$ cat config.mk
export PLATFORM = sky130hd
export DESIGN_NAME = mod_mult_seq
export DESIGN_NICKNAME = d
export VERILOG_FILES = /design/src/rtl/mod_mult_seq.sv
export SDC_FILE = /design/constraint.sdc
export NUM_CORES = 1
export LEC_CHECK = 0
export CAP_MARGIN = 20
export CORE_MARGIN = 4
export CORE_UTILIZATION = 45
export DETAILED_ROUTE_END_ITERATION = 12
export PLACE_DENSITY = 0.66
export SYNTH_ARGS = -nofsm -noshare
export SYNTH_HDL_FRONTEND = slang
export SYNTH_SLANG_ARGS = --single-unit
export TNS_END_PERCENT = 30
$ cat constraint.sdc
create_clock -name iClk -period 9 [get_ports iClk]
set_clock_uncertainty 0.1 [all_clocks]
set_input_delay 1.8 -clock iClk [delete_from_list [all_inputs] [get_ports iClk]]
set_output_delay 1.8 -clock iClk [all_outputs]
set_load 0.01 [all_outputs]
$ cat src/rtl/mod_mult_seq.sv
// mod_mult_seq: iterative MSB-first (iA*iB) mod iMod, one multiplier bit per clock; option MOD_MULT_SEQ_ZERO_SKIP_EN
module mod_mult_seq #(
  parameter int BITWIDTH = 32
) (
  input  logic                iClk,
  input  logic                iRstN,
  input  logic                iClr,
  input  logic                iStart,
  input  logic [BITWIDTH-1:0] iA,
  input  logic [BITWIDTH-1:0] iB,
  input  logic [BITWIDTH-1:0] iMod,
  output logic                oReady,
  output logic                oValid,
  output logic [BITWIDTH-1:0] oData
);
  localparam int CW = (BITWIDTH > 1) ? $clog2(BITWIDTH) : 1;
  localparam logic [0:0] IDLE = 1'b0;
  localparam logic [0:0] RUN  = 1'b1;
  localparam logic [CW-1:0] LAST = CW'(BITWIDTH - 1);
  logic [0:0]          r_state;
  logic [BITWIDTH-1:0] r_a, r_b, r_m, r_acc, r_data;
  logic [CW-1:0]       r_cnt;
  logic                r_valid;
  logic [BITWIDTH:0]   w_dbl, w_sum, w_m;
  logic [BITWIDTH-1:0] w_t, w_add, w_u;
  logic                w_zero;
  // Both reductions subtract at BITWIDTH bits: the true difference is < M, so the wrapped low bits are exact.
  always_comb begin
    w_m   = {1'b0, r_m};
    w_dbl = {r_acc, 1'b0};
    w_t   = (w_dbl >= w_m) ? w_dbl[BITWIDTH-1:0] - r_m : w_dbl[BITWIDTH-1:0];
    w_sum = {1'b0, w_t} + {1'b0, r_a};
    w_add = (w_sum >= w_m) ? w_sum[BITWIDTH-1:0] - r_m : w_sum[BITWIDTH-1:0];
    w_u   = r_b[r_cnt] ? w_add : w_t;
  end
`ifdef MOD_MULT_SEQ_ZERO_SKIP_EN
  assign w_zero = (iA == '0) || (iB == '0);
`else
  assign w_zero = 1'b0;
`endif
  always_ff @(posedge iClk) begin
    if (!iRstN || iClr) begin
      r_state <= IDLE;
      r_a     <= '0;
      r_b     <= '0;
      r_m     <= '0;
      r_acc   <= '0;
      r_cnt   <= '0;
      r_data  <= '0;
      r_valid <= 1'b0;
    end else begin
      r_valid <= 1'b0;
      if (r_state == IDLE) begin
        if (iStart && w_zero) begin
          r_data  <= '0;
          r_valid <= 1'b1;
        end else if (iStart) begin
          r_a     <= iA;
          r_b     <= iB;
          r_m     <= iMod;
          r_acc   <= '0;
          r_cnt   <= LAST;
          r_state <= RUN;
        end
      end else begin
        r_acc <= w_u;
        r_cnt <= r_cnt - CW'(1);
        if (r_cnt == '0) begin
          r_data  <= w_u;
          r_valid <= 1'b1;
          r_state <= IDLE;
        end
      end
    end
  end
  assign oReady = (r_state == IDLE);
  assign oValid = r_valid;
  assign oData  = r_data;
endmodule

Word level (Yosys, flattened, before mapping)
Cells that the tools add are included.
{"block": "totals", "register_bits": 167, "inputBits": 100, "out_inout_bits": 34, "elab_cells": 36}
{"block": "classes", "add_sub_neg": 4, "order_cmp": 3, "n_mux": 13, "bitwise": 1, "reduce_logical": 7}
{"operator": "2-to-1 mux 32 bit", "n": 5}
{"operator": ">= comparator 33 x 32 -> 1 bit", "n": 2}
{"operator": "subtractor 32 bit", "n": 2}
{"operator": "adder 32 x 32 -> 33 bit", "n": 1}
{"operator": "2-to-1 mux 5 bit", "n": 2}
{"operator": "< comparator 5 x 6 -> 1 bit, second input constant", "n": 1}
{"operator": "binary-select mux 1 bit (select 5 bit)", "n": 1}
{"operator": "zero test 5 bit", "n": 1}
{"operator": "2-to-1 mux 1 bit", "n": 5}
{"operator": "subtractor 5 x 1 -> 5 bit, second input constant", "n": 1}
{"operator": "AND reduction 2 bit", "n": 2}
{"operator": "nonzero test 2 bit", "n": 1}
{"operator": "OR reduction 2 bit", "n": 1}
{"operator": "zero test 1 bit", "n": 1}
{"operator": "logical OR 1 bit", "n": 1}
{"operator": "inverter 1 bit", "n": 1}

Longest topological paths before layout
Gate-level depths: netlist (run 1).
{"block": "depth", "ltp_word": 7, "mapped_depth": 36}

Worst setup path before layout (run 1)
Ideal clock, no wire load.
{"block": "synth_timing", "path_type": "register to register", "start": "reg r_m[14]", "end": "reg r_acc[22]", "setup_ps": 125, "t_arrival_ps": 6136, "slack_ps": 2639, "stages_incl_launch_ff": 34, "n_path_buf": 4, "synth_period_minus_slack_ps": 6361, "path_cell_list": "dfxtp_1 inv_1 ha_1 buf_2 a21oi_1 o21ai_1 a221oi_1 a31oi_1 nor3_1 a21o_1 buf_2 buf_2 nand2_1 nand2_1 inv_1 fa_1 nand2b_1 a21oi_1 o21ai_1 and3_1 o31a_1 o21ai_0 xor2_1 ha_1 a21o_1 a211oi_1 o21ai_0 a211oi_1 o221a_4 nand2_4 buf_6 mux2_4 mux2i_1 o21ai_1"}
{"block": "synth_via", "elab_chain_cells": 7}
{"element": "start, declared", "line_no": "21", "source": "logic [BITWIDTH-1:0] r_a, r_b, r_m, r_acc, r_data;"}
{"element": "start signal, assigned", "line_no": "60", "source": "r_m <= iMod;"}
{"element": "subtractor 32 bit / >= comparator 33 x 32 -> 1 bit (equally long branches)", "line_no": "31", "source": "w_t = (w_dbl >= w_m) ? w_dbl[BITWIDTH-1:0] - r_m : w_dbl[BITWIDTH-1:0];"}
{"element": "2-to-1 mux 32 bit", "line_no": "31"}
{"element": "adder 32 x 32 -> 33 bit", "line_no": "32", "source": "w_sum = {1'b0, w_t} + {1'b0, r_a};"}
{"element": "subtractor 32 bit / >= comparator 33 x 32 -> 1 bit (equally long branches)", "line_no": "33", "source": "w_add = (w_sum >= w_m) ? w_sum[BITWIDTH-1:0] - r_m : w_sum[BITWIDTH-1:0];"}
{"element": "2-to-1 mux 32 bit", "line_no": "33"}
{"element": "2-to-1 mux 32 bit (*)", "line_no": "34", "source": "w_u = r_b[r_cnt] ? w_add : w_t;"}
{"element": "2-to-1 mux 32 bit (*)", "line_no": "53", "source": "if (r_state == IDLE) begin"}
{"element": "end signal, assigned", "line_no": "66", "source": "r_acc <= w_u;"}
{"element": "end, declared", "line_no": "21"}
Every way passes the cells marked *; elsewhere a longest branch is shown, timed or not.
A chain may end at the register's enable or synchronous reset.

Worst setup path after layout (run 1)
{"block": "layout_timing", "start": "reg r_m[1]", "end": "reg r_acc[29]"}
Same word-level chain as after synthesis.

==> flow_summary.yaml, run 1 <==
synthesis:
  ys_types: 79
  avgSynthCellArea_um2: 7.55
  synth_ff_type: "dfxtp_1"
  ys_seq_area_frac: 0.271
  yosysTopAreaCell: "dfxtp_1"
  synthCells: 1635
  ys_ff_latch: 167
  syn-num-nets: 1836
  synth_edf_count: 0
  yosys_warnings: 0
  synth.area.top_cells: "dfxtp_1 27%, nand2_1 10%, ha_1 9.9%"
  synth_area_mm2: 0.0123
  synthArstFlopShare: 0
  synth.top_cell.area_share: 0.271
timing:
  maxSlewHeadroom: 0.368
  worst_pin_slew_ns: 0.948
  final_hold_viol_count: 0
  setup_ws_ns: 0.782
  setup_viol_count_final: 0
  fmax_mhz: 122
  rsz0062_at_grt: "no"
  period_minus_slack_ns: 8.22
  fin_tns_setup_ns: 0
  slew_viol_final: 0
  finalCritPeriodShare: 0.913
worst_setup_path:
  cp.arrival_ns: 8.50
  crit_required_ns: 9.29
  slowest_stage: "a21o_1"
  start_kind: "flop"
  crit_fanout: 29
  endpoint_kind: "flop"
  r2r_slack_ns: 0.78
  timing.rr.start: "r_m[1]$_SDFFE_PP0P_"
  crit_start: "r_m[1]$_SDFFE_PP0P_"
  path_class: "reg2reg"
  cp_slowest_stage_delay_ns: 0.79
  timing.rr.end: "r_acc[29]$_SDFFE_PP0P_"
  worst-r2r-cell-count: 28
  endpoint: "r_acc[29]$_SDFFE_PP0P_"
clock_network:
  postCtsSetupBuffers: 0
  cts_buffers: 17
  postCtsHoldBufs: 0
  clock_path_buffers: 2
  cts.sinks: 167
  cts_tree: "done"
  path_clk_slew_ns: 0.07
  cts_resized: 0
  h-tree-depth: 4
  clock-root-buffer: "clkbuf_16"
  clk_latency_ns: 0.44
global_route:
  grt_usage: 0.261
  grt_first_pass_wirelength_um: 63400
  grt_overflow: 0
  grt_max_degree: 97
  antenna_found_initial: 0
  grt_pass1_vias: 11430
routing:
  drc: 0
  avgRoutedWirePerCell_um: 19.7
  vias: 12173
  via_per_inst: 5.91
  drt-total-wl_um: 40500
  ant_nets: 0
  drt_pass1_iterations: 7
  first_iter_violations: 990
floorplan:
  die_x_um: 174
  core_mm2: 0.0270
  rows: 60
  die-area_mm2: 0.0301
  initial_core_util: 0.458
  die_h_um: 174
  pin_count: 134
hold_path:
  hp-start: "r_b[7]$_SDFFE_PP0P_"
  min_path_type: "reg2reg"
job:
  max_cap_viol_count: 0
placement:
  numPortBuffers: 133
  dp_cells: 2024
  place_congestion: 0.986
  pre_cts_ws_ns: 1.08
  dp_hpwl_um: 30600
finish:
  fin_nets: 1905
  final_cells: 2058
  drive_gt1_frac: 0.0600
  syn2layout_area_growth_pct: 16.7
  antenna_cells: 0
power:
  p_leak_nw: 5.85
  powerDensity_mw_per_mm2: 270
  power_mw: 3.88
  vdd_drop_max_v: 0.000159
status:
  outcome: "finished, final reports clean"
## worst min-delay path by stage
stage | depth (start not counted) | endpoint | slack, ns
after floorplan | 2 | r_b[10]$_SDFFE_PP0P_ | 0.33
final | 2 | r_b[7]$_SDFFE_PP0P_ | 0.35
after global routing | 2 | r_b[16]$_SDFFE_PP0P_ | 0.37
after global placement | 2 | r_b[18]$_SDFFE_PP0P_ | 0.34
after detailed placement | 2 | r_b[10]$_SDFFE_PP0P_ | 0.35
after CTS | 2 | r_b[10]$_SDFFE_PP0P_ | 0.36
## worst max-delay path: cells and delay by family (launching register included)
kind            cells  cell delay (ns)
buf+inv             2             0.29
xor+xnor            1             0.30
flops               1             0.38
simple gates        5             1.15
fa+ha+maj           3             1.16
compound gates     17             4.81
## cells by family (layout without fill, tap and decap cells)
group	Yosys count	in the layout	share of synthesized area
xor+xnor	88	88	0.0625
mux	50	50	0.0534
buf+inv	153	235	0.0523
fa+ha+maj	101	101	0.104
simple gates	572	572	0.203
flops	167	167	0.271
compound gates	504	504	0.253
## synth_stat cells (6+ instances only)
cell type / number
buf_2: 20
inv_1: 58
xnor2_1: 53
o211ai_1: 10
a21boi_0: 6
a21o_1: 40
xor2_1: 35
mux2_2: 23
nor2b_1: 10
and2_1: 14
o21ai_0: 72
a21oi_1: 202
nand4_1: 18
o31ai_1: 6
mux4_2: 10
o22ai_1: 7
nor2_1: 73
a211oi_1: 21
a31oi_1: 13
a31o_1: 7
nor3_1: 16
nand2_1: 338
dfxtp_1: 167
nand2b_1: 9
o21ai_1: 35
clkbuf_1: 61
o21a_1: 10
nand3_1: 55
o21bai_1: 15
and3_1: 9
and4_1: 6
ha_1: 98
mux2i_1: 16
## state kept, by name, indices dropped and copies added, names as in the netlist
register and flops:
r_cnt 5, r_a 32, r_state 1, r_acc 32, r_m 32, oData 32, oValid 1, r_b 32
## metrics by stage
| stage | instance area [um^2] | util | hold WS (ns) |
|---|---|---|---|
| detailed placement | 13800 | 0.511 | 0.345 |
| global route | 14400 | 0.534 | 0.370 |
| CTS | 14300 | 0.532 | 0.356 |
| floorplan | 12300 | - | 0.333 |
| finish | 14400 | 0.534 | 0.355 |
| global placement | 13800 | 0.511 | 0.341 |
## power by group
part / internal, mW / total (mW) / switching (mW)
Sequential: 0.759 / 0.776 / 0.0173
Combinational: 0.934 / 2.37 / 1.44
Clock: 0.367 / 0.732 / 0.365
## cell usage in the layout (no fill, tap or decap), drive strengths merged, types with 11 or more instances in the layout
master | netlist | final
o21ai | 107 | 107
mux2i | 16 | 16
and2 | 15 | 15
inv | 58 | 66
a31o | 12 | 12
nand4 | 18 | 18
nor2 | 73 | 73
clkbuf | 62 | 18
a31oi | 13 | 13
nand3 | 55 | 55
dfxtp | 167 | 167
nor3 | 16 | 16
a21oi | 202 | 202
nand2 | 339 | 339
xnor2 | 53 | 53
ha | 98 | 98
a21o | 40 | 40
o211ai | 11 | 11
buf | 32 | 11
xor2 | 35 | 35
mux2 | 24 | 24
a211oi | 23 | 23
clkdlybuf4s50 | 0 | 133
o21bai | 16 | 16
## layout make-up
cell class	count	area [um^2]
well taps	341	427
inverters	59	221
multi-input cells	1315	8390
clock inverters	14	136
fillers	2629	12600
repair buffers	144	1450
flip-flops and latches	167	3340
clock buffers	18	429
## layer usage
| metal | track usage | part of all wire | vias to the layer above |
|---|---|---|---|
| li1 | - | - | 5937 |
| met1 | 0.380 | 0.48 | 5746 |
| met2 | 0.401 | 0.43 | 447 |
| met3 | 0.0384 | 0.068 | 43 |
| met4 | 0.0749 | 0.021 | 0 |
| met5 | 0 | 0 | - |
Note: power is estimated with default switching activity, not from simulation.
==> run 2: changes to the inputs <==
- CAP_MARGIN: 20 -> unset
==> run 2 against run 1 <==
Net effect: register-to-register slack improved by 0.04 ns; combinational power about the same; utilization decreased by 0.20 points; sequential share of layout area increased by 0.089 points; largest power group unchanged.
==> flow_summary.yaml, run 2 (synthesis results as in run 1) <==
status:
  outcome: "finished, final reports clean"
worst_setup_path:
  timing.rr.start: "r_m[1]$_SDFFE_PP0P_"
  slowest_stage: "a21o_1"
  crit_fanout: 29
  crit_start: "r_m[1]$_SDFFE_PP0P_"
  cp.arrival_ns: 8.36
  endpoint_kind: "flop"
  path_class: "reg2reg"
  worst-r2r-cell-count: 28
  r2r_slack_ns: 0.82
  start_kind: "flop"
  cp_slowest_stage_delay_ns: 0.78
  timing.rr.end: "oData[23]$_SDFFE_PP0P_"
  crit_required_ns: 9.18
  cp_common_cell: "a211oi_1"
routing:
  drt-met1-wl_um: 19300
  vias: 12145
  drc: 0
  routed-wl-met2_um: 17600
  dr_wl_met3_um: 2810
  first_iter_violations: 1084
  drt-total-wl_um: 40600
  via_per_inst: 5.91
  avgRoutedWirePerCell_um: 19.8
  ant_nets: 0
  top_layer: "met4"
  drt_pass1_iterations: 5
floorplan:
  initial_core_util: 0.458
  rows: 60
  core_mm2: 0.0270
  die-area_mm2: 0.0301
  die_x_um: 174
  pin_count: 134
  die_h_um: 174
timing:
  fin_tns_setup_ns: 0
  setup_viol_count_final: 0
  rsz0062_at_grt: "no"
  finalCritPeriodShare: 0.909
  final_hold_viol_count: 0
  slew_viol_final: 0
  period_minus_slack_ns: 8.18
  fmax_mhz: 122
  maxSlewHeadroom: 0.232
  worst_pin_slew_ns: 1.15
clock_network:
  cts_resized: 0
  h-tree-depth: 4
  path_clk_slew_ns: 0.07
  postCtsSetupBuffers: 0
  cts_buffers: 17
  clk_latency_ns: 0.45
  cts.sinks: 167
  postCtsHoldBufs: 0
  clock-root-buffer: "clkbuf_16"
  clock_path_buffers: 2
  cts_tree: "done"
finish:
  drive_gt1_frac: 0.0589
  fin_nets: 1903
  fillers: 2636
  mostFrequentLayoutCell: "nand2_1"
  syn2layout_area_growth_pct: 16.2
  postLayoutCellArea_mm2: 0.0143
  final_cell_mix: "337 x nand2_1, 201 x a21oi_1, 167 x dfxtp_1, 133 x clkdlybuf4s50_1, 98 x ha_1"
  antenna_cells: 0
hold_path:
  min_path_type: "reg2reg"
  holdPathEnd: "r_m[30]$_SDFFE_PP0P_"
  hp-start: "r_m[30]$_SDFFE_PP0P_"
  min_path_cells: 2
power:
  clkPwrFrac: 0.189
  pwr-share-comb: 0.611
  switching_share: 0.470
  p_int_mw: 2.06
  p_switching_mw: 1.82
  vdd_drop_max_v: 0.000161
  powerDensity_mw_per_mm2: 271
  seqPwrFrac: 0.200
  p_leak_nw: 5.83
placement:
  numPortBuffers: 133
  dp_hpwl_um: 30600
  place_area_mm2: 0.0138
  place_congestion: 0.986
job:
  max_cap_viol_count: 0
global_route:
  grt_pass1_vias: 11430
  grt_max_degree: 97
  grt_usage: 0.261
  antenna_found_initial: 0
  grt_overflow: 0
  grt_first_pass_wirelength_um: 63400
[run 2: changes by cell type in the layout (fill, tap and decap cells not counted), sizes merged]
cell / before / now
buf: 11 / 9
[run 2: critical path, delay by kind of cell, from the launching register on]
| kind | cells | cell delay (ns) |
|---|---|---|
| AOI/OAI and AO/OA | 16 | 4.55 |
| xor gates and xnor gates | 1 | 0.30 |
| adders and majority gates | 3 | 1.15 |
| buffers and inverters | 2 | 0.29 |
| DFF | 1 | 0.37 |
| and+or+nand+nor | 6 | 1.26 |
[run 2: through the flow]
| stage | utilization | std cells | hold slack (ns) | total power [mW] | setup WS (ns) |
|---|---|---|---|---|---|
| after floorplan | - | 1635 | 0.333 | 2.60 | 2.64 |
| after global placement | 0.511 | 2024 | 0.341 | 3.09 | 1.20 |
| after detailed placement | 0.511 | 2024 | 0.345 | 3.10 | 1.08 |
| after CTS | 0.532 | 2056 | 0.356 | 3.83 | 1.01 |
| after global routing | 0.532 | 2056 | 0.370 | 4.13 | 0.258 |
| final | 0.532 | 2056 | 0.355 | 3.88 | 0.822 |
[run 2: cell type report]
class | instances | area (um^2) | share of cell area
Clock buffer | 18 | 429 | 0.0299
Clock inverter | 14 | 136 | 0.00951
Inverter | 59 | 221 | 0.0154
Multi-Input combinational cell | 1315 | 8390 | 0.585
Sequential cell | 167 | 3340 | 0.233
Tap cell | 341 | 427 | 0.0298
Timing Repair Buffer | 142 | 1400 | 0.0975
[run 2: power by group through the flow]
stage                     Clock, mW  Combinational [mW]  Sequential [mW]
after floorplan                   0                1.82            0.786
after detailed placement          0                2.30            0.793
after global placement            0                2.30            0.792
after CTS                     0.742                2.32            0.776
after global routing          0.769                2.58            0.778
final                         0.732                2.37            0.776
[run 2: how the worst max path moves through the flow]
stage | end | cells after the start
6_report | oData[23]$_SDFFE_PP0P_ | 28
5_1_grt | oData[23]$_SDFFE_PP0P_ | 28
4_1_cts | oData[23]$_SDFFE_PP0P_ | 28
3_5_place_dp | oData[23]$_SDFFE_PP0P_ | 28
3_3_place_gp | oData[2]$_SDFFE_PP0P_ | 28
2_1_floorplan | r_acc[22]$_SDFFE_PP0P_ | 33
[run 2: metal layers]
metal | global-route usage | vias to the layer above
met3 | 0.0384 | 45
li1 | - | 5935
met4 | 0.0749 | 0
met5 | 0 | -
met1 | 0.380 | 5712
met2 | 0.401 | 453
==> run 3: changes to the inputs <==
- CELL_PAD_IN_SITES_DETAIL_PLACEMENT: unset -> 0
- CELL_PAD_IN_SITES_GLOBAL_PLACEMENT: unset -> 1
- CORE_UTILIZATION: 45 -> 43
- PLACE_DENSITY: 0.66 -> unset
- PLACE_DENSITY_LB_ADDON: unset -> 0.1
==> run 3 against run 2 <==
Net effect: routed wire length up 4.0%; die area up 4.4%; hold slack better by 0.0021 ns; global-route usage up 0.44 points; total power up 1.6%; critical endpoint unchanged; combinational power about the same; maximum frequency down 2.7%; clock power up 5.2%.
==> flow_summary.yaml, run 3 (synthesis results as in run 1) <==
status:
  outcome: "finished, final reports clean"
power:
  powerDensity_mw_per_mm2: 273
  power_mw: 3.94
  clkPwrFrac: 0.195
  seqPwrFrac: 0.197
  switching_share: 0.475
  p_switching_mw: 1.87
  vdd_drop_max_v: 0.000150
  p_int_mw: 2.07
  pwr-share-comb: 0.608
  p_leak_nw: 5.86
floorplan:
  die_h_um: 177
  rows: 61
  initial_core_util: 0.441
  die_x_um: 177
  die-area_mm2: 0.0315
  core_mm2: 0.0280
  pin_count: 134
worst_setup_path:
  start_kind: "flop"
  cp_slowest_stage_delay_ns: 0.90
  crit_required_ns: 9.17
  r2r_slack_ns: 0.59
  cp.arrival_ns: 8.58
  crit_family: "compound AO/OA/AOI/OAI gates"
  slowest_stage: "a2111oi_0"
  path_class: "reg2reg"
  endpoint_kind: "flop"
  crit_fanout: 24
  crit_start: "r_m[17]$_SDFFE_PP0P_"
  path_buf_inv: 3
  worst-r2r-cell-count: 29
  timing.rr.end: "oData[23]$_SDFFE_PP0P_"
  timing.rr.start: "r_m[17]$_SDFFE_PP0P_"
finish:
  postLayoutCellArea_mm2: 0.0145
  final_cell_mix: "337 x nand2_1, 201 x a21oi_1, 167 x dfxtp_1, 133 x clkdlybuf4s50_1, 98 x ha_1"
  multi_input_area_mm2: 0.00839
  mostFrequentLayoutCell: "nand2_1"
  syn2layout_area_growth_pct: 17.1
  utilization: 0.516
  fillers: 2791
  drive_gt1_frac: 0.0606
  ff_latch_area_mm2: 0.00334
  fin_nets: 1905
placement:
  dp_hpwl_um: 32000
  place_area_mm2: 0.0138
  place_congestion: 0.990
  numPortBuffers: 133
global_route:
  grt_overflow: 0
  antenna_found_initial: 0
  grt_pass1_vias: 11613
  grt_usage: 0.265
  grt_max_degree: 97
  grt_first_pass_wirelength_um: 65300
timing:
  period_minus_slack_ns: 8.41
  maxSlewHeadroom: 0.223
  finalCritPeriodShare: 0.934
  fmax_mhz: 119
  slew_viol_final: 0
  fin_tns_setup_ns: 0
  rsz0062_at_grt: "no"
  setup_viol_count_final: 0
  worst_pin_slew_ns: 1.16
  final_hold_viol_count: 0
clock_network:
  postCtsSetupBuffers: 0
  cts_resized: 0
  cts.sinks: 167
  h-tree-depth: 4
  clock_path_buffers: 2
  clock-root-buffer: "clkbuf_16"
  path_clk_slew_ns: 0.08
  clk_latency_ns: 0.45
  cts_buffers: 17
  postCtsHoldBufs: 0
  cts_tree: "done"
routing:
  first_iter_violations: 1120
  avgRoutedWirePerCell_um: 20.2
  via_per_inst: 5.74
  drt_pass1_iterations: 6
  ant_nets: 0
  drt-total-wl_um: 42300
  drc: 0
  vias: 12026
hold_path:
  holdPathEnd: "r_b[21]$_SDFFE_PP0P_"
  min_path_type: "reg2reg"
  min_path_cells: 2
  hp-start: "r_b[21]$_SDFFE_PP0P_"
job:
  max_cap_viol_count: 0
[run 3: cell types whose count changed in the layout (fill, tap and decap cells not counted)]
cell	change
buf_4	+2
clkinv_8	+5
clkbuf_1	-1
diode_2	+1
inv_6	-2
clkinvlp_4	-2
[run 3: cell type report]
| class | instances | share of cell area |
|---|---|---|
| multi-input cells | 1315 | 0.580 |
| diodes | 1 | 0.000173 |
| inverters | 59 | 0.0153 |
| repair buffers | 144 | 0.0978 |
| clock inverters | 15 | 0.0128 |
| clock buffers | 17 | 0.0294 |
| well taps | 378 | 0.0327 |
| flip-flops and latches | 167 | 0.231 |
[run 3: through the flow]
step | hold WS, ns | cells | setup slack (ns)
final | 0.357 | 2096 | 0.592
after CTS | 0.358 | 2095 | 0.880
after floorplan | 0.333 | 1635 | 2.64
after detailed placement | 0.347 | 2063 | 0.956
after global placement | 0.341 | 2063 | 0.844
after global routing | 0.377 | 2095 | 0.301
[run 3: power groups by stage]
| stage | sequential, mW | clock, mW | combinational [mW] |
|---|---|---|---|
| 4_1_cts | 0.776 | 0.787 | 2.35 |
| 6_report | 0.776 | 0.770 | 2.40 |
| 5_1_grt | 0.779 | 0.812 | 2.61 |
| 2_1_floorplan | 0.786 | 0 | 1.82 |
| 3_3_place_gp | 0.793 | 0 | 2.36 |
| 3_5_place_dp | 0.793 | 0 | 2.33 |
[run 3: per-layer routing]
| layer | wire (um) | vias to the layer above | global-route usage | part of all wire |
|---|---|---|---|---|
| li1 | - | 5952 | - | - |
| met4 | 1010 | 0 | 0.0796 | 0.024 |
| met5 | 0 | - | 0 | 0 |
| met3 | 2310 | 48 | 0.0347 | 0.055 |
| met1 | 20700 | 5619 | 0.382 | 0.49 |
| met2 | 18200 | 407 | 0.414 | 0.43 |
[run 3: tightest hold or removal path, delay by kind of cell (launching register included)]
kind | cells | cell delay [ns]
AND/OR/NAND/NOR | 1 | 0.05
AO/OA/AOI/OAI | 1 | 0.05
flip-flops | 1 | 0.31
[run 3: worst max path at each step]
stage	end	slack, ns	depth (start not counted)
3_5_place_dp	oData[9]$_SDFFE_PP0P_	0.96	27
2_1_floorplan	r_acc[22]$_SDFFE_PP0P_	2.64	33
3_3_place_gp	oData[8]$_SDFFE_PP0P_	0.84	27
5_1_grt	oData[23]$_SDFFE_PP0P_	0.30	29
4_1_cts	oData[9]$_SDFFE_PP0P_	0.88	27
6_report	oData[23]$_SDFFE_PP0P_	0.59	29
